<file path="config.mk">
export PLATFORM = sky130hd
export DESIGN_NAME = seven_segment_scanner
export DESIGN_NICKNAME = d
export VERILOG_FILES = /design/src/rtl/seven_seg_pkg.sv /design/src/rtl/slot_timer.sv /design/src/rtl/seven_segment_scanner.sv
export SDC_FILE = /design/constraint.sdc
export NUM_CORES = 1
export LEC_CHECK = 0
export BUFFER_PORTS_ARGS = -buffer_cell sky130_fd_sc_hd__clkbuf_2
export CORE_MARGIN = 10
export CORE_UTILIZATION = 60
export DETAILED_ROUTE_END_ITERATION = 12
export GPL_ROUTABILITY_DRIVEN = 0
export PLACE_DENSITY = 0.82
export SYNTH_ARGS = -nofsm -noshare
export SYNTH_HDL_FRONTEND = slang
export SYNTH_SLANG_ARGS = --single-unit
</file>
<file path="constraint.sdc">
create_clock -name clk -period 4.06 [get_ports clk]
set_clock_uncertainty 0.05 [all_clocks]
set_input_delay 0.812 -clock clk [delete_from_list [all_inputs] [get_ports clk]]
set_output_delay 0.812 -clock clk [all_outputs]
set_load 0.05 [all_outputs]
</file>
<file path="src/rtl/seven_seg_pkg.sv">
// Shared display-code constants for the seven-segment path.
// Codes above 9 are the non-numeric glyphs the status logic uses.
package seven_seg_pkg;

    localparam logic [3:0] CODE_DASH = 4'ha;
    localparam logic [3:0] CODE_F    = 4'hb;
    localparam logic [3:0] CODE_C    = 4'hc;
    localparam logic [3:0] CODE_N    = 4'hd;
    localparam logic [3:0] CODE_D    = 4'he;
    localparam logic [3:0] CODE_U    = 4'hf;

    // Decimal points are active-low on the board.
    localparam logic DP_OFF = 1'b1;

endpackage

</file>
<file path="src/rtl/slot_timer.sv">
// Slot prescaler plus digit index for the display scanner.
// count runs 0..PRESCALE-1 per slot; index advances on each slot wrap and
// itself wraps NDIGITS-1 -> 0. frameWrap is high in the cycle whose edge
// performs that index wrap. Dropping enable parks both counters at zero.
module slot_timer #(
    parameter int NDIGITS  = 8,
    parameter int PRESCALE = 100000,
    localparam int CW = $clog2(PRESCALE),
    localparam int IW = $clog2(NDIGITS)
) (
    input  logic          clk,
    input  logic          rst,
    input  logic          enable,
    output logic [CW-1:0] count,
    output logic [IW-1:0] index,
    output logic          frameWrap
);

    localparam logic [CW-1:0] LAST_COUNT = CW'(PRESCALE - 1);
    localparam logic [IW-1:0] LAST_INDEX = IW'(NDIGITS - 1);

    logic slotWrap;

    // Wrap pulses are decoded from the current state so the next edge acts on them.
    always_comb begin
        slotWrap  = enable && (count == LAST_COUNT);
        frameWrap = slotWrap && (index == LAST_INDEX);
    end

    // Prescaler and digit index; disabled scan restarts from digit 0, count 0.
    always_ff @(posedge clk) begin
        if (rst || !enable) begin
            count <= '0;
            index <= '0;
        end else if (slotWrap) begin
            count <= '0;
            index <= (index == LAST_INDEX) ? '0 : index + 1'b1;
        end else begin
            count <= count + 1'b1;
        end
    end

endmodule

</file>
<file path="src/rtl/seven_segment_scanner.sv">
// Time-multiplexed scanner for an NDIGITS seven-segment display.
// Display contents are double-buffered: load writes a staging copy, and the
// shown copy is refreshed only at a frame boundary so a frame never tears.
// Outputs are registered from the timer state, so they trail it by one edge.
//
// load handshake: single-cycle strobe with no ready/back-pressure. Every edge
// with load = 1 captures digits/dps/blank; a second load before the frame
// boundary simply replaces the staged values (last load wins). pending is
// high from the capturing edge until the boundary edge that shows the data.
module seven_segment_scanner
    import seven_seg_pkg::*;
#(
    parameter int NDIGITS  = 8,
    parameter int PRESCALE = 100000,
    parameter int BLANK    = 1000
) (
    input  logic                 clk,
    input  logic                 rst,
    input  logic [4*NDIGITS-1:0] digits,
    input  logic [NDIGITS-1:0]   dps,
    input  logic [NDIGITS-1:0]   blank,
    input  logic                 load,
    input  logic                 enable,
    output logic [3:0]           BCD,
    output logic                 dp,
    output logic [NDIGITS-1:0]   AN,
    output logic                 pending
);

    localparam int CW = $clog2(PRESCALE);
    localparam int IW = $clog2(NDIGITS);
    localparam logic [CW-1:0] BLANK_COUNT = CW'(BLANK);

    logic [CW-1:0]          count;
    logic [IW-1:0]          index;
    logic                   frameWrap;
    logic                   frameBoundary;

    logic [4*NDIGITS-1:0]   stageCodes;
    logic [NDIGITS-1:0]     stageDps;
    logic [NDIGITS-1:0]     stageBlank;
    logic [4*NDIGITS-1:0]   dispCodes;
    logic [NDIGITS-1:0]     dispDps;
    logic [NDIGITS-1:0]     dispBlank;

    logic [NDIGITS-1:0]     anNext;

    slot_timer #(
        .NDIGITS  (NDIGITS),
        .PRESCALE (PRESCALE)
    ) u_slot_timer (
        .clk       (clk),
        .rst       (rst),
        .enable    (enable),
        .count     (count),
        .index     (index),
        .frameWrap (frameWrap)
    );

    // A disabled scanner sits at the restart point, which counts as a frame boundary.
    always_comb begin
        frameBoundary = frameWrap || !enable;
    end

    // Staging capture and frame-boundary swap into the shown copy.
    always_ff @(posedge clk) begin
        if (rst) begin
            stageCodes <= {NDIGITS{CODE_DASH}};
            stageDps   <= {NDIGITS{DP_OFF}};
            stageBlank <= '0;
            dispCodes  <= {NDIGITS{CODE_DASH}};
            dispDps    <= {NDIGITS{DP_OFF}};
            dispBlank  <= '0;
            pending    <= 1'b0;
        end else begin
            if (load) begin
                stageCodes <= digits;
                stageDps   <= dps;
                stageBlank <= blank;
            end
            if (frameBoundary) begin
                // A load landing on the boundary goes straight to the display.
                if (load) begin
                    dispCodes <= digits;
                    dispDps   <= dps;
                    dispBlank <= blank;
                end else if (pending) begin
                    dispCodes <= stageCodes;
                    dispDps   <= stageDps;
                    dispBlank <= stageBlank;
                end
                pending <= 1'b0;
            end else if (load) begin
                pending <= 1'b1;
            end
        end
    end

    // Anode pattern for the current count: dark during dead time or when blanked.
    always_comb begin
        anNext = '1;
        if ((count >= BLANK_COUNT) && !dispBlank[index]) begin
            anNext[index] = 1'b0;
        end
    end

    // Registered drive to the decoder and anodes; code/dp change only at slot start.
    always_ff @(posedge clk) begin
        if (rst) begin
            AN  <= '1;
            BCD <= CODE_DASH;
            dp  <= DP_OFF;
        end else if (!enable) begin
            AN <= '1;
        end else begin
            AN <= anNext;
            if (count == '0) begin
                BCD <= dispCodes[{index, 2'b00} +: 4];
                dp  <= dispDps[index];
            end
        end
    end

endmodule

</file>
==> metrics.md <==
| Metric | Value |
|---|---|
| Status | `completed` |
| Pleak | `2.41 nW` |
| CTS tree | `done` |
| Die area | `0.0125 mm²` |
| Crit start category | `register` |
| Die Wd | `112 µm` |
| Cell area after layout | `0.00594 mm²` |
| Gates resized, CTS repair | `0` |
| Worst Tran Pin Value | `0.977 ns` |
| Share of flip-flops with an asynchronous set or reset | `0%` |
| Max-cap violation count | `0` |
| Gr ovfl total | `0` |
| Vias in the first global route | `3,961` |
| Syn Nets | `608` |
| Slowest CP cell | `dfxtp_1` |
| Final net count | `657` |
| Drt first pass iters | `5` |
| Crit path arrival time | `3.26 ns` |
| Logic pwr share | `6.6%` |
| Crit path kind | `register to register` |
| Sequential fraction of the synthesis area | `51.2%` |
| Final core occ | `72.3%` |
| Most used cell, CP | `ha_1` |
| Mean Syn Cell Area | `9.20 µm²` |
| Largest net degree at the start of global routing | `74` |
| HP Class | `register to register` |
| Clock latency on the worst-skew pair | `0.52 ns` |
| Most used DFF post-synth | `dfxtp_1` |
| RSZ-0062 raised after global routing | `false` |
| Number of synthesized register bits | `130` |
| Crit-path leading delay family | `flip-flops` |
| N_diodes | `0` |
| CTS sink cnt | `130` |
| Max FO, Critical Path | `49` |
| Sequential Power Share | `46.5%` |
| Row cnt | `33` |
| Critical path cell sequence | `ha_1, ha_1, o21ai_0, o41ai_4, buf_4, nor3_1, a31oi_1` |
| Clock Pin Slew Worst Setup and Hold Paths | `0.06 ns` |
| Post-Synthesis Cells | `552` |
| Worst vdd ir | `0.287 mV` |
| Bufs and invs on worst path | `1` |
| # IOs | `66` |
| Setup repair bufs after CTS | `0` |
| Hold Buf Count CTS | `0` |
| Avg Vias per Cell | `5.66` |
| Final ANT Viol Nets | `0` |
| Sw Ratio | `23.5%` |
| Iter 0 DRT Violations | `214` |
| TNS Setup | `0 ns` |
| H-Tree Depth | `4` |
| Layout cell share with drive strength beyond 1 | `18.7%` |
| Final count of pins violating max slew | `0` |
| DP Wirelength | `7380 µm` |
| Tmin final | `2.87 ns` |
| Antenna violations before repair | `0` |
| # DRC | `0` |
| Initial Utilization | `61.8%` |
| Final cycle utilization of the critical path | `70.6%` |
| Fmax | `349 MHz` |
| Post-Syn Area | `0.00508 mm²` |
| Height of the die | `112 µm` |
| Cell depth of the worst setup path | `7` |
| Distinct cells, synth | `43` |
| Power Dens Cells | `490 mW/mm²` |
| Critical Path End Type | `register` |
| Total global-route track usage | `17.6%` |
| Worst rel slew slack | `34.7%` |
| Port Buffers | `65` |
| Clock power share | `46.8%` |
| Post-synth EDFFs | `0` |
| Worst R2R Path Depth | `7` |
| Area added between synthesis and finish | `17.0%` |
| Drt total wl | `11,100 µm` |
| NetSw | `0.685 mW` |
| Vias after detailed routing | `4,069` |
| CP max stage delay | `0.95 ns` |
| Warnings from Yosys | `0` |
| Hold Crit Depth | `1` |
| Wire per inst | `15.4 µm` |
| Core Region | `0.00822 mm²` |
| Fin. Hold Viols | `0` |
| CTS Buf Count | `17` |
| WP data required | `4.45 ns` |
| Root Buffer Master | `clkbuf_8` |
| Placement Cell Area | `0.00540 mm²` |
| Power Internal | `2.23 mW` |
| Final setup viols | `0` |
| Clk buf depth | `2` |
| First-pass GRT wire length | `18,500 µm` |
==> area by class of cell <==
class / instances / area (µm²)
flip-flops and latches: 130 / 2600
multi-input cells: 375 / 2270
fillers: 595 / 2270
clock buffers: 18 / 428
repair buffers: 71 / 370
well taps: 105 / 131
clock inverters: 14 / 116
inverters: 6 / 22.5
==> per-stage QoR <==
stage / hold slack (ns) / setup slack, ns / total power, mW / instances
global route: 0.421 / 0.957 / 3.01 / 719
detailed placement: 0.389 / 1.14 / 1.57 / 687
floorplan: 0.369 / 1.84 / 1.52 / 552
global placement: 0.376 / 1.29 / 1.57 / 687
finish: 0.400 / 1.19 / 2.91 / 719
CTS: 0.402 / 1.19 / 2.93 / 719
==> final timing paths <==
path                                            start      endpoint  slack, ns
worst max-delay path            u_slot_timer.index[1]  dispCodes[3]       1.19
worst min-delay path                     dispBlank[5]         AN[5]       0.40
worst max register to register  u_slot_timer.index[1]  dispCodes[3]       1.19
worst min register to register           dispBlank[5]         AN[5]       0.40
==> kinds of logic after synthesis <==
group	count (synthesis)	synth area share (%)
flops	130	51.2
fa+ha+maj	4	0.985
simple gates	221	19.7
xor+xnor	15	2.59
mux	59	11.7
buf+inv	47	4.01
compound gates	76	9.73
==> flip-flops by register name (all words and copies together) (netlist names) <==
register / flops
dispDps: 8
dp: 1
stageDps: 8
BCD: 4
AN: 8
u_slot_timer.count: 17
stageBlank: 8
dispCodes: 32
stageCodes: 32
u_slot_timer.index: 3
dispBlank: 8
pending: 1
==> synthesized netlist by cell type (6+ instances only) <==
library cell | instances | area (µm²)
o21ai_0 | 24 | 120
nand2_1 | 84 | 315
buf_2 | 10 | 50.1
nor2_1 | 60 | 225
nor3_1 | 31 | 155
xnor2_1 | 6 | 52.6
xor2_1 | 9 | 78.8
dfxtp_1 | 130 | 2600
a31oi_1 | 27 | 169
nand3_1 | 13 | 65.1
inv_1 | 6 | 22.5
clkbuf_1 | 26 | 97.6
mux2i_1 | 54 | 541
nor2b_1 | 7 | 43.8
==> power groups by stage <==
stage          clock (mW)  combinational [mW]  sequential (mW)
2_1_floorplan           0               0.132             1.39
3_3_place_gp            0               0.185             1.38
3_5_place_dp            0               0.192             1.38
4_1_cts              1.38               0.195             1.36
5_1_grt              1.44               0.216             1.36
6_report             1.36               0.193             1.36
==> metal layers <==
metal / vias up / track usage [%] / part of all wire (%)
li1: 2019 / - / -
met1: 1890 / 20.7 / 43
met2: 136 / 28.7 / 49
met3: 24 / 5.96 / 6.3
met4: 0 / 7.45 / 2.2
met5: - / 0 / 0
==> cell usage in the layout (no fill, tap or decap), types with 6 or more instances in the layout <==
master and n:
nor2b_1 7, a31oi_1 27, clkinv_2 6, clkbuf_16 16, buf_4 6, nor3_1 31
nand3_1 13, xnor2_1 6, mux2i_1 54, nor2_1 60, o21ai_0 24, xor2_1 9
nand2_1 84, clkbuf_2 65, dfxtp_1 130
(Power assumes the default switching activity.)
